==> src/rtl/adder_accumulator_ctrl.sv <==
// adder_accumulator_ctrl
// Command front-end for an external combinational 8-bit adder. It accepts
// LOAD/ADD/SUB/CLRFLAGS commands, drives the adder from latched command
// registers, keeps an 8-bit accumulator and a sticky signed-overflow flag,
// and returns one response per command over a valid/ready handshake.
module adder_accumulator_ctrl #(
   parameter logic SATURATE = 1'b0
) (
   input  logic       clk,
   input  logic       rst,
   input  logic       cmd_valid,
   output logic       cmd_ready,
   input  logic [1:0] cmd_op,
   input  logic [7:0] cmd_operand,
   output logic [7:0] add_a,
   output logic [7:0] add_b,
   output logic       add_opcode,
   output logic       add_cin,
   input  logic [7:0] add_sum,
   input  logic       add_cout,
   input  logic       add_overflow,
   output logic       rsp_valid,
   input  logic       rsp_ready,
   output logic [7:0] rsp_acc,
   output logic       rsp_cout,
   output logic       rsp_ovf,
   output logic [7:0] acc,
   output logic       sticky_ovf,
   output logic       busy
);

   localparam logic [1:0] OP_LOAD = 2'b00;
   localparam logic [1:0] OP_ADD  = 2'b01;
   localparam logic [1:0] OP_SUB  = 2'b10;
   localparam logic [1:0] OP_CLR  = 2'b11;

   typedef enum logic [1:0] {IDLE, EXEC, RESP} state_t;

   state_t     state, nstate;
   logic [1:0] op_q;
   logic [7:0] opnd_q;
   logic       is_arith;
   logic       sat_hit;
   logic [7:0] result;

   // State register; reset abandons any in-flight command or response.
   always_ff @(posedge clk or posedge rst) begin
      if (rst) state <= IDLE;
      else     state <= nstate;
   end

   // Next state and handshake outputs; ready/valid depend on state only,
   // so there is no combinational path from cmd_valid or rsp_ready.
   always_comb begin
      nstate    = state;
      cmd_ready = 1'b0;
      rsp_valid = 1'b0;
      busy      = 1'b1;
      case (state)
         IDLE: begin
            cmd_ready = 1'b1;
            busy      = 1'b0;
            if (cmd_valid) nstate = EXEC;
         end
         EXEC: nstate = RESP;
         RESP: begin
            rsp_valid = 1'b1;
            if (rsp_ready) nstate = IDLE;
         end
         default: nstate = IDLE;
      endcase
   end

   // Latch the command on acceptance; held stable through EXEC and RESP.
   always_ff @(posedge clk or posedge rst) begin
      if (rst) begin
         op_q   <= OP_LOAD;
         opnd_q <= 8'h00;
      end else if (state == IDLE && cmd_valid) begin
         op_q   <= cmd_op;
         opnd_q <= cmd_operand;
      end
   end

   // Adder drive: LOAD is 0+operand, CLRFLAGS is acc+0, SUB is acc+~b+1.
   always_comb begin
      add_a      = (op_q == OP_LOAD) ? 8'h00 : acc;
      add_b      = (op_q == OP_CLR)  ? 8'h00 : opnd_q;
      add_opcode = (op_q == OP_SUB);
      add_cin    = (op_q == OP_SUB);
   end

   // Result select; on overflow the sign of operand a gives the clamp direction.
   always_comb begin
      is_arith = (op_q == OP_ADD) || (op_q == OP_SUB);
      sat_hit  = SATURATE && is_arith && add_overflow;
      result   = add_sum;
      if (sat_hit) result = add_a[7] ? 8'h80 : 8'h7F;
   end

   // Commit accumulator, response and sticky flag at the end of EXEC.
   always_ff @(posedge clk or posedge rst) begin
      if (rst) begin
         acc        <= 8'h00;
         rsp_acc    <= 8'h00;
         rsp_cout   <= 1'b0;
         rsp_ovf    <= 1'b0;
         sticky_ovf <= 1'b0;
      end else if (state == EXEC) begin
         acc      <= result;
         rsp_acc  <= result;
         rsp_cout <= add_cout;
         rsp_ovf  <= add_overflow;
         if (op_q == OP_CLR)                sticky_ovf <= 1'b0;
         else if (is_arith && add_overflow) sticky_ovf <= 1'b1;
      end
   end

endmodule

==> config.mk <==
export PLATFORM = sky130hd
export DESIGN_NAME = adder_accumulator_ctrl
export DESIGN_NICKNAME = d
export VERILOG_FILES = /design/src/rtl/adder_accumulator_ctrl.sv
export SDC_FILE = /design/constraint.sdc
export NUM_CORES = 1
export LEC_CHECK = 0
export CELL_PAD_IN_SITES_DETAIL_PLACEMENT = 1
export CELL_PAD_IN_SITES_GLOBAL_PLACEMENT = 1
export CORE_UTILIZATION = 28
export DETAILED_ROUTE_END_ITERATION = 6
export PLACE_DENSITY_LB_ADDON = 0.1
export SYNTH_ARGS = -nofsm -noshare
export SYNTH_HDL_FRONTEND = slang
export SYNTH_SLANG_ARGS = --single-unit
==> constraint.sdc <==
create_clock -name clk -period 1.9 [get_ports clk]
set_clock_uncertainty 0.15 [all_clocks]
set_input_delay 0.38 -clock clk [delete_from_list [all_inputs] [get_ports clk]]
set_output_delay 0.38 -clock clk [all_outputs]
set_load 0.01 [all_outputs]
Word-level counts from Yosys, hierarchy flattened
Index checks and enable logic that the tools add are counted.
W data, S select, Z words.
Word-level totals
  flip-flop bits (word level): 23
  bits in latches: 0
  RAM bits: 0
  ROM bits: 0
  bits of input ports: 24
  output and inout port bits: 40
  logic and storage cells: 32
  memories kept: 0
Cells by class
  $add $sub $neg: 0
  multipliers: 0
  divide/modulo/power cells: 0
  magnitude comparators: 0
  equal/unequal tests: 7
  shifts and indexed selects: 0
  mux-type cells: 10
  bitwise operators: 0
  reduce and logical (&&, ||, !) cells: 8
Operator list (number)
  $mux W8: 2
  $eq A2 B2 Y1 const B: 3
  $pmux W2 S3: 1
  $mux W1: 5
  $eq A2 B1 Y1 const B: 2
  $logic_not A2 Y1: 2
  $mux W2: 2
  $ne A2 B2 Y1 const B: 2
  $reduce_and A2 Y1: 2
  $logic_and A1 B1 Y1: 2
  $reduce_bool A2 Y1: 1
  $logic_or A1 B1 Y1: 1

Logic depth before layout (Yosys ltp)
Gate-level depths: netlist of run 1.
  word-level depth: 5
  depth in mapped cells: 4
  depth with buffers taken out: 4

Worst setup path before layout of run 1
Ideal clock, no wire load.
  path kind: register -> register
  from: reg state[1]
  to: reg op_q[1]
  library setup time: 125 ps
  arrival time: 1135 ps
  data required time: 1625 ps
  path slack: 490 ps
  stages on the path, launching flop included: 4
  buffers on the path: 1
  period minus slack after synthesis: 1410 ps
  cell sequence: dfrtp_1 > nor3b_2 > buf_6 > mux2_2
Between the ends
  word-level cells in the longest chain between the ends: 2
RTL lines
  start, declared: RTL line 39  | state_t state, nstate;
  start signal, assigned: RTL line 49  | else state <= nstate;
  $logic_not A2 Y1: RTL line 79  | end else if (state == IDLE && cmd_valid) begin
  $logic_and A1 B1 Y1: RTL line 79
  end signal, assigned: RTL line 80  | op_q <= cmd_op;
  end, declared: RTL line 40  | logic [1:0] op_q;
No other way between the ends.
A chain may end at the register's enable or synchronous reset.

Worst setup path in the final report of run 1
  from: reg op_q[1]
  to: out add_a[3]
Between the ends
  word-level cells in the longest chain between the ends: 2
RTL lines
  $logic_not A2 Y1: RTL line 87  | add_a = (op_q == OP_LOAD) ? 8'h00 : acc;
  $mux W8: RTL line 87
  end, declared: RTL line 15  | output logic [7:0] add_a,
No other way between the ends.

==> out/metrics.yaml, run 1 <==
status:
  outcome: "finished, violations left"
  violations: "negative setup slack"
cts:
  root_buffer: "clkbuf_8"
  clk_pin_slew_ns: 0.08
  cts_buffers: 3
  clockBufferDepth: 2
  cts_tree: "yes"
  cts_sinks: 23
  cts-htree-levels: 1
  clock_latency_ns: 0.27
global_routing:
  grt_max_degree: 16
  grt_usage: 0.147
  antenna_found_initial: 0
  first_global_vias: 928
  grt_overflow_total: 0
  grt_pass1_wl_mm: 4.57
detailed_routing:
  wl_met1_mm: 1.03
  drt_wl_total_mm: 2.67
  via_count: 856
  wire_per_inst_um: 13.6
  top_layer: "met4"
  drtPass1Iterations: 3
  drtIter0Drc: 1
  antenna_left: 0
  drc: 0
  via_per_inst: 4.35
  route.met3.wl_um: 199
  routed-wl-met2_mm: 1.39
sta:
  period_minus_slack_ns: 1.90
  period_share: 1.00
  worst_pin_slew_ns: 0.398
  drv_slew: 0
  slew_headroom: 0.734
  rsz0062_at_grt: "yes"
  fmax_mhz: 525
  timing.final.ws_setup_ns: -0.00387
  finalHoldViolCount: 0
  fin_setup_tns_ns: -0.00387
  setup_violations: 1
place:
  dp_cells: 190
  gp_congestion: 0.680
  dp_hpwl_mm: 2.02
  port_buffers: 63
die:
  start_util: 0.297
  core_area_mm2: 0.00374
  rows: 22
  die_w_um: 65.0
  ios: 64
  die_area_mm2: 0.00423
  die_h_um: 65.0
final_layout:
  antennaDiodeCount: 0
  drive_gt1_frac: 0.376
  fin_util: 0.474
  finalNonFillerCells: 197
  nets: 177
  fillers: 424
  area_growth_pct: 59.5
power_and_ir_drop:
  finalPower_mw: 3.06
  p_per_area_mw_per_mm2: 1720
  p_leak_nw: 0.799
  ir_worst_vdd_mv: 0.512
worst_setup_path:
  path_common_cell: "buf_6"
  critPathKind: "reg2out"
  cp_data_arrival_time_ns: 1.37
  slowest_stage: "dfrtp_1"
  endpoint_kind: "primary output"
  cp_cell_sequence: "buf_6, inv_4, ha_4, buf_6, nor2b_1, buf_2"
  slowest_delay_ns: 0.41
  start_kind: "flip-flop"
  critPathRequiredTime_ns: 1.37
  rr_worst_depth: 4
  crit_fanout: 7
yosys:
  syn_area_mm2: 0.00111
  synth_common_cells: "dfrtp_1 (23), mux2_2 (20), nor2b_1 (17)"
  synth_ff_type: "dfrtp_1"
  synth_top_area_frac: 0.517
  ys_async_sr_fraction: 1.00
  yosys.area.top_type: "dfrtp_1"
  synth.net_count: 112
  synth-seq-cells: 23
  synth_cell_types: 13
  yosysSeqAreaShare: 0.517
  avgSynthCellArea_um2: 13.1
  synthTopCellsByArea: "dfrtp_1 (52%), mux2_2 (20%), nor2b_1 (9.6%), buf_4 (6.1%), ha_1 (3.4%)"
  synth_most_common_cell: "dfrtp_1"
  synth_edf_count: 0
  synth_warnings: 0
  syn_inst: 85
flow_run:
  maxCapViolations: 0
hold_path:
  hold_path.class: "in2async"
[worst paths after layout]
| check | start | end | slack (ns) |
|---|---|---|---|
| max | op_q[1] | add_a[3] | -0.004 |
| min | rst | rsp_cout | 0.24 |
| max reg2reg | state[1] | opnd_q[4] | 0.36 |
| min reg2reg | opnd_q[2] | opnd_q[2] | 0.36 |
| max in group asynchronous | rst | state[1] | 0.95 |
| min in group clk | opnd_q[2] | opnd_q[2] | 0.36 |
[cell families (layout without fill, tap and decap cells)]
logic type / count (synthesis) / after routing / share of synthesized area
adder cells (fa/ha/maj): 3 / 3 / 0.0337
multiplexers: 20 / 20 / 0.202
flip-flops: 23 / 23 / 0.517
AO/OA/AOI/OAI: 2 / 2 / 0.0146
AND/OR/NAND/NOR: 21 / 21 / 0.134
buffers and inverters: 16 / 80 / 0.0979
[per-layer routing]
layer | global-route usage | vias up
li1 | - | 399
met1 | 0.172 | 418
met2 | 0.253 | 34
met3 | 0.0352 | 5
met4 | 0.0652 | 0
met5 | 0 | -
[sequential cells by signal, summed over array words and instances, names as in the netlist]
name / count
acc: 8
opnd_q: 8
op_q: 2
state: 2
rsp_cout: 1
rsp_ovf: 1
sticky_ovf: 1
[where the power goes]
part	switching (mW)	internal, mW
Combinational	0.771	1.08
Sequential	0.155	0.736
Clock	0.163	0.150
Total	1.09	1.97
[metrics by stage]
| step | area (um^2) | setup WS [ns] | hold WS, ns |
|---|---|---|---|
| 2_1_floorplan | 1110 | 0.490 | 0.232 |
| 3_3_place_gp | 1760 | -0.0408 | 0.332 |
| 3_5_place_dp | 1760 | -0.0947 | 0.339 |
| 4_1_cts | 1840 | -0.00734 | 0.241 |
| 5_1_grt | 1770 | -0.0776 | 0.291 |
| 6_report | 1770 | -0.00387 | 0.237 |
[layout make-up]
cell class,count,area (um^2),area share
timing repair buffer,71,617,0.348
sequential,23,576,0.324
multi-input combinational,46,455,0.257
tap,48,60.1,0.0339
clock buffer,4,45.0,0.0254
inverter,5,21.3,0.0120
[repair_timing]
item                                    4_1_cts  5_1_grt
buffers inserted                              3        0
gates resized for setup                      57       18
pin swaps                                     0        0
endpoints found under the setup margin       21       16
hold buffers                                  0        0
[placed cells by master, fill, tap and decap left out, types with 2 or more instances in the layout]
cell type | Yosys | final
buf_2 | 0 | 9
buf_4 | 9 | 5
buf_6 | 2 | 2
clkbuf_2 | 0 | 9
clkbuf_8 | 0 | 3
clkdlybuf4s50_1 | 0 | 42
dfrtp_1 | 23 | 23
dlygate4sd2_1 | 0 | 3
ha_4 | 0 | 2
inv_1 | 5 | 4
mux2_2 | 20 | 20
nor2b_1 | 17 | 16
[worst max-delay path: cells and delay by family, from the launching register on]
| family | cells | cell delay (ns) |
|---|---|---|
| buffers and inverters | 4 | 0.42 |
| DFF | 1 | 0.41 |
| adders and majority gates | 1 | 0.18 |
| and+or+nand+nor | 1 | 0.09 |
Power figures use the tool's default switching activity.
==> run 2, diff against run 1 <==
--- a/config.mk
+++ b/config.mk
@@ -10,6 +10,7 @@
 export CORE_UTILIZATION = 28
 export DETAILED_ROUTE_END_ITERATION = 6
 export PLACE_DENSITY_LB_ADDON = 0.1
+export SKIP_CTS_REPAIR_TIMING = 1
 export SYNTH_ARGS = -nofsm -noshare
 export SYNTH_HDL_FRONTEND = slang
 export SYNTH_SLANG_ARGS = --single-unit
==> run 2 against run 1 <==
  * Register-to-register slack is essentially flat
  * Non-clock buffer count is 2 lower
  * Critical path depth decreased by 3
  * Die area unchanged
  * Sequential cell count unchanged
  * Core utilization increased by 2.6 points
  * Power up 3.7%
  * Via count is 0.93% lower
  * The flow still finishes with violations (negative setup slack)
  * Setup slack worse by 0.24 ns
  * Maximum frequency down 11%
  * Sequential share of layout area is 1.7 points lower
  * Design area up 5.6%
==> out/metrics.yaml, run 2 (synthesized netlist as in run 1, its figures left out) <==
place:
  port_buffers: 63
  place_ws_ns: -0.0947
  dp_cells: 190
  dp_hpwl_mm: 2.02
  gp_congestion: 0.680
global_routing:
  grt_usage: 0.143
  grt_max_degree: 16
  met1_usage: 0.172
  first_global_vias: 908
  grt_overflow_total: 0
  grt_pass1_wl_mm: 4.46
  grt_use_met3: 0.0370
  antenna_found_initial: 0
  grt_util_met2: 0.238
  busiest_layer: "met2"
sta:
  slew_headroom: 0.734
  fin_setup_tns_ns: -1.17
  drv_slew: 0
  period_share: 1.13
  worst_pin_slew_ns: 0.398
  setup_violations: 5
  period_minus_slack_ns: 2.14
  fmax_mhz: 467
  rsz0062_at_grt: "yes"
  finalHoldViolCount: 0
  timing.hold.ws_ns: 0.235
  timing.final.ws_setup_ns: -0.243
flow_run:
  maxCapViolations: 0
final_layout:
  drive_gt1_frac: 0.238
  finalNonFillerCells: 195
  nets: 175
  final_common_cell: "clkdlybuf4s50_1"
  antennaDiodeCount: 0
  seq_area_um2: 576
  reg_top3: "acc (8), opnd_q (8)"
  area_growth_pct: 68.4
  fillers: 395
  multi_input_area_um2: 445
  mostFrequentLayoutCells: "clkdlybuf4s50_1 (47), dfrtp_1 (23), mux2_2 (20)"
  fin_util: 0.500
worst_setup_path:
  critPathRequiredTime_ns: 1.37
  path_buf_inv: 1
  cp_data_arrival_time_ns: 1.61
  start_kind: "flip-flop"
  path_delay_family: "buffers and inverters"
  critPathKind: "reg2out"
  crit_fanout: 9
  cp_cell_sequence: "ha_2, nor2b_1, clkdlybuf4s50_1"
  slowest_delay_ns: 0.55
  endpoint_kind: "primary output"
  slowest_stage: "clkdlybuf4s50_1"
detailed_routing:
  drtIter0Drc: 2
  drtPass1Iterations: 3
  via_count: 848
  wire_per_inst_um: 13.4
  antenna_left: 0
  via_per_inst: 4.35
  drt_wl_total_mm: 2.61
  drc: 0
power_and_ir_drop:
  p_sw_frac: 0.332
  p_clk_frac: 0.099
  p_seq_frac: 0.281
  power_switching_mw: 1.05
  p_leak_nw: 0.959
  p_per_area_mw_per_mm2: 1690
  intPower_mw: 2.12
  ir_worst_vdd_mv: 0.560
  comb_power_share: 0.620
die:
  core_area_mm2: 0.00374
  ios: 64
  die_area_mm2: 0.00423
  die_h_um: 65.0
  rows: 22
  start_util: 0.297
  die_w_um: 65.0
cts:
  cts_sinks: 23
  cts_buffers: 3
  cts-htree-levels: 1
  clk_pin_slew_ns: 0.08
  clock_latency_ns: 0.27
  clockBufferDepth: 2
  root_buffer: "clkbuf_8"
  cts_tree: "yes"
status:
  outcome: "finished, violations left"
  violations: "negative setup slack"
hold_path:
  hold_path.class: "in2async"
-- run 2: cell types whose count changed in the layout (fill, tap and decap cells not counted), sizes merged --
cell / before / now
buf: 17 / 6
clkbuf: 13 / 4
clkdlybuf4s50: 42 / 47
dlygate4sd2: 3 / 0
dlymetal6s2s: 0 / 16
-- run 2: per-stage QoR --
stage / area, um^2 / power [mW]
final: 1870 / 3.17
after global routing: 1870 / 3.40
after CTS: 1810 / 3.24
after detailed placement: 1760 / 2.91
after global placement: 1760 / 2.87
after floorplan: 1110 / 1.89
-- run 2: layout make-up --
cell class                 count  area share
timing repair buffer          69       0.389
sequential                    23       0.307
multi-input combinational     46       0.238
tap                           48      0.0321
clock buffer                   4      0.0240
inverter                       5      0.0100
-- run 2: worst paths after layout --
check,slack (ns),to,start,cells past startpoint
max in group asynchronous,0.95,state[1],rst,3
min in group clk,0.35,opnd_q[7],opnd_q[7],1
max,-0.24,add_b[5],op_q[1],3
max reg2reg,0.36,opnd_q[4],state[1],4
min,0.24,rsp_cout,rst,2
min reg2reg,0.35,opnd_q[7],opnd_q[7],1
-- run 2: per-layer routing --
| layer | vias to the layer above | share of wire |
|---|---|---|
| met1 | 414 | 0.40 |
| met3 | 5 | 0.074 |
| met4 | 0 | 0.018 |
| met5 | - | 0 |
| met2 | 34 | 0.51 |
| li1 | 395 | - |
-- run 2: worst register-to-register path, stage by stage (launching register included) --
cell     delay (ns)
dfrtp_1        0.39
buf_4          0.16
nor3b_2        0.16
buf_4          0.21
mux2_2         0.36
-- run 2: power groups by stage --
| stage | combinational, mW | sequential, mW | clock, mW |
|---|---|---|---|
| after floorplan | 0.947 | 0.946 | 0 |
| after global placement | 1.98 | 0.885 | 0 |
| after detailed placement | 2.00 | 0.910 | 0 |
| after CTS | 2.01 | 0.899 | 0.324 |
| after global routing | 2.12 | 0.934 | 0.343 |
| final | 1.96 | 0.891 | 0.314 |
==> RTL change 1 (config.mk and constraints of run 2) <==
Re-encode `state_t` (3 states) as one-hot, 3 bits wide.
--- a/src/rtl/adder_accumulator_ctrl.sv
+++ b/src/rtl/adder_accumulator_ctrl.sv
@@ -34,7 +34,7 @@
    localparam logic [1:0] OP_SUB  = 2'b10;
    localparam logic [1:0] OP_CLR  = 2'b11;
 
-   typedef enum logic [1:0] {IDLE, EXEC, RESP} state_t;
+   typedef enum logic [2:0] {IDLE = 3'b001, EXEC = 3'b010, RESP = 3'b100} state_t;
 
    state_t     state, nstate;
    logic [1:0] op_q;
Formal check against the unedited RTL: no difference found for any inputs over 10 cycles, from zero or initial values and one cycle with rst high; not proved beyond that.
==> RTL change 1 against run 2 <==
Register-to-register slack got worse by 0.19 ns; routed wire length increased by 1.9%; hold slack gained 0.072 ns; sequential cell count grew 1; synthesized area increased by 2.1%; largest power group unchanged; core utilization grew 1.2 points; largest cell class unchanged; power is 2.1% higher; final area is 3.2% higher; clock power up 40%; worst setup slack improved by 0.31 ns.
==> RTL change 1: results (changes against run 2) <==
metric	value	unit	change
status	completed		
synth_compound_area_share	2.53	%	+1.1 points
critPathMaxFanout	8		-1
p_leak	1.04	nW	+8.7%
wl_per_cell	13.4	µm	+0.37%
drt_iter0_drc	4		+2
met3_length	212	µm	+10%
synthAdderAreaFrac	3.30	%	-0.071 points
gp_congestion	0.641		-5.7%
slew_headroom	78.4	%	+5.0 points
grt_pass1_wl	4.21	mm	-5.6%
synth_cell_type_count	19		+6
grt_use_total	13.1	%	-1.2 points
nets	178		+1.7%
synth_common_cells	23 x dfrtp_1, 16 x nor2b_1, 12 x mux2_2, 10 x buf_4, 6 x mux2_1		
yosysSeqAreaShare	53.0	%	+1.2 points
synthMuxAreaShare	17.8	%	-2.4 points
vias_per_cell	4.32		-0.70%
synth.net_count	116		+3.6%
wl_met1	1.11	mm	+7.0%
synthTopCellsByArea	dfrtp_1 51%, mux2_2 12%, nor2b_1 8.8%		
crit_arrival	1.30	ns	-0.31 ns
synth_warnings	0		unchanged
grt_max_degree	25		+9
route.met2.wl	1.32	mm	-0.90%
dp_hpwl	2.04	mm	+1.2%
grt_pass1_vias	899		-0.99%
-- RTL change 1: worst max-delay path: stages, from the launching register on --
cell and delay (ns):
dfrtp_1 0.42, inv_1 0.11, ha_4 0.20, nor2b_1 0.13, dlymetal6s2s_1 0.17
-- RTL change 1: metrics by stage --
step	instance area [µm²]	cells	util, %
global placement	1780	194	47.1
finish	1930	198	51.3
CTS	1850	198	49.0
global route	1930	198	51.3
detailed placement	1780	194	47.1
floorplan	1140	89	-
-- RTL change 1: kinds of logic after synthesis --
family	count (synthesis)
flops	24
mux	18
simple gates	23
fa+ha+maj	3
buf+inv	16
compound gates	5
-- RTL change 1: cell type report --
| cell class | count | area [µm²] |
|---|---|---|
| clock buffer | 3 | 41.3 |
| clock inverter | 1 | 30.0 |
| timing repair buffer | 68 | 721 |
| inverter | 5 | 18.8 |
| tap | 48 | 60.1 |
| fill | 390 | 1840 |
| sequential | 24 | 602 |
| multi-input combinational | 49 | 460 |
-- RTL change 1: path summary, 6_finish.rpt --
kind	start	to	slack, ns	cells past startpoint
max	op_q[1]	add_a[4]	0.07	4
min	rst	opnd_q[1]	0.31	3
max reg2reg	state[0]	opnd_q[6]	0.17	4
max in group asynchronous	rst	state[0]	0.99	3
min in group clk	opnd_q[5]	opnd_q[5]	0.34	1
min reg2reg	opnd_q[5]	opnd_q[5]	0.34	1
-- RTL change 1: where the power goes --
part | switching [mW] | internal (mW) | leakage, nW
sequential | 0.182 | 0.769 | 0.287
combinational | 0.702 | 1.15 | 0.719
clock | 0.158 | 0.281 | 0.0357
-- RTL change 1: per-layer routing --
metal / global-route usage [%] / up-vias
met3: 4.17 / 2
met4: 4.89 / 0
met5: 0 / -
met1: 17.0 / 415
li1: - / 407
met2: 20.3 / 31
==> RTL change 2 (config.mk and constraints of run 2) <==
Without the edit above. Set the parameter `SATURATE` to 1'b1 (it was 1'b0).
--- a/src/rtl/adder_accumulator_ctrl.sv
+++ b/src/rtl/adder_accumulator_ctrl.sv
@@ -4,7 +4,7 @@
 // registers, keeps an 8-bit accumulator and a sticky signed-overflow flag,
 // and returns one response per command over a valid/ready handshake.
 module adder_accumulator_ctrl #(
-   parameter logic SATURATE = 1'b0
+   parameter logic SATURATE = 1'b1
 ) (
    input  logic       clk,
    input  logic       rst,
Formal check against the unedited RTL: not equivalent (Yosys sat finds a counterexample within 4 cycles, from zero or initial values and one cycle with rst high).
==> RTL change 2 against run 2 <==
Sequential power grew 3.9%; power grew 9.2%; final area grew 5.7%; synthesized area grew 8.7%; worst setup slack gained 0.27 ns; non-clock buffer count grew 2; highest routed layer unchanged; critical path depth grew 2; sequential cell count is the same; die area grew 8.4%; count of clock-buffer cells in the layout shrank 1; critical path type unchanged; combinational power grew 14%; routed wire length grew 24%.
==> RTL change 2: results (changes against run 2) <==
metric	value	unit	change
status	completed		
intPower	2.20	mW	+3.9%
dp_hpwl	2.43	mm	+20%
post_dp_cell_area	0.00184	mm²	+4.5%
cpPeakStageDelay	0.43	ns	-0.12 ns
r2r-start	op_q[0]		
drt_iter0_drc	26		+24
synthArstFlopShare	100	%	unchanged
cts_buffer_depth	2		unchanged
grt_pass1_wl	4.82	mm	+8.2%
synth_cell_type_count	23		+10
hold_path.class	in2async		
dp_slack	-0.210	ns	-0.116 ns
rrSetupSlack	0.18	ns	-0.18 ns
firstDrtPassIters	3		unchanged
crit_family	flip-flops		
drive_gt1_share	19.9	%	-3.9 points
rr_worst_depth	7		+3
synth.net_count	138		+23%
hold_viol	0		unchanged
io_buffers	63		unchanged
tightest_slew	0.528	ns	+0.131 ns
fillCellCount	449		+14%
root_buffer	clkbuf_8		
nets	199		+14%
synth_common_cells	23 x dfrtp_1, 17 x nor2b_1, 14 x nand2_1, 9 x buf_4, 9 x mux2_4		
layout.cells.non_filler	221		+13%
max-vdd-ir-drop	660	µV	+18%
cts_max_level	1		unchanged
numCtsBuffers	3		unchanged
slowest_stage	dfrtp_1		
vias	1001		+18%
r2r-end	acc[1]		
synthTopCellsByArea	dfrtp_1 48%, mux2_4 11%, nor2b_1 8.8%		
diodes	0		unchanged
p_leak	1.08	nW	+12%
gp_congestion	0.711		+4.5%
dp.cells	216		+14%
critPathMaxFanout	9		unchanged
totalWireLength	3.25	mm	+24%
antenna_found_initial	0		unchanged
reg_top3	acc x8, opnd_q x8		
synth_warnings	0		unchanged
path_clk_slew	0.08	ns	about the same
yosysSeqAreaShare	47.6	%	-4.1 points
grt_max_degree	24		+8
hold_ws	0.319	ns	+0.0837 ns
grt_use_total	14.3	%	-0.026 points
crit_arrival	1.35	ns	-0.26 ns
syn_inst	111		+31%
==> RTL change 2: cell count changes in the layout (fill, tap and decap cells not counted), moves of 2 or more <==
cell                    run 2  this run
a21oi_1                     0         8
buf_4                       5         8
clkdlybuf4s50_1            47        42
dlymetal6s2s_1             16        19
inv_1                       5         2
inv_2                       0         3
mux2_2                     20         1
mux2_4                      0         9
nand2_1                     0        14
o21ai_0                     0         2
o31ai_1                     0         7
==> RTL change 2: cell families after synthesis <==
logic type	share of synthesized area, %
and+or+nand+nor	16.6
muxes	12.1
adders and majority gates	3.11
buffers and inverters	10.8
AOI/OAI and AO/OA	9.83
DFF	47.6
==> RTL change 2: worst max-delay path by stage <==
stage	from	to	slack (ns)
floorplan	op_q[0]	acc[0]	0.33
global placement	op_q[0]	add_a[2]	-0.13
detailed placement	op_q[0]	add_a[7]	-0.21
CTS	op_q[0]	add_a[7]	-0.50
global route	op_q[0]	add_a[7]	-0.05
finish	op_q[0]	add_a[7]	0.02
==> RTL change 2: power by group through the flow <==
stage               sequential [mW]  clock [mW]  combinational (mW)
floorplan                     0.936           0                1.15
global placement              0.903           0                2.19
detailed placement            0.922           0                2.24
CTS                           0.913       0.313                2.25
global route                  0.966       0.333                2.42
finish                        0.926       0.303                2.23
==> RTL change 2: worst min-delay path, stage by stage <==
cell and delay [ns]:
clkdlybuf4s50_1 0.40, inv_1 0.05, buf_4 0.30
==> RTL change 2: cell type report <==
class / count / area [µm²] / share of cell area, %
Sequential cell: 23 / 576 / 29.1
Timing Repair Buffer: 71 / 734 / 37.1
Tap cell: 50 / 62.6 / 3.16
Clock inverter: 1 / 5.00 / 0.253
Multi-Input combinational cell: 68 / 543 / 27.4
Clock buffer: 3 / 41.3 / 2.08
Inverter: 5 / 18.8 / 0.948
==> RTL change 2: routing by layer <==
metal / vias to the layer above / GRT usage [%] / part of all wire, %
li1: 475 / - / -
met1: 496 / 18.4 / 43
met2: 28 / 24.8 / 52
met3: 2 / 1.69 / 4.2
met4: 0 / 3.99 / 0.31
met5: - / 0 / 0
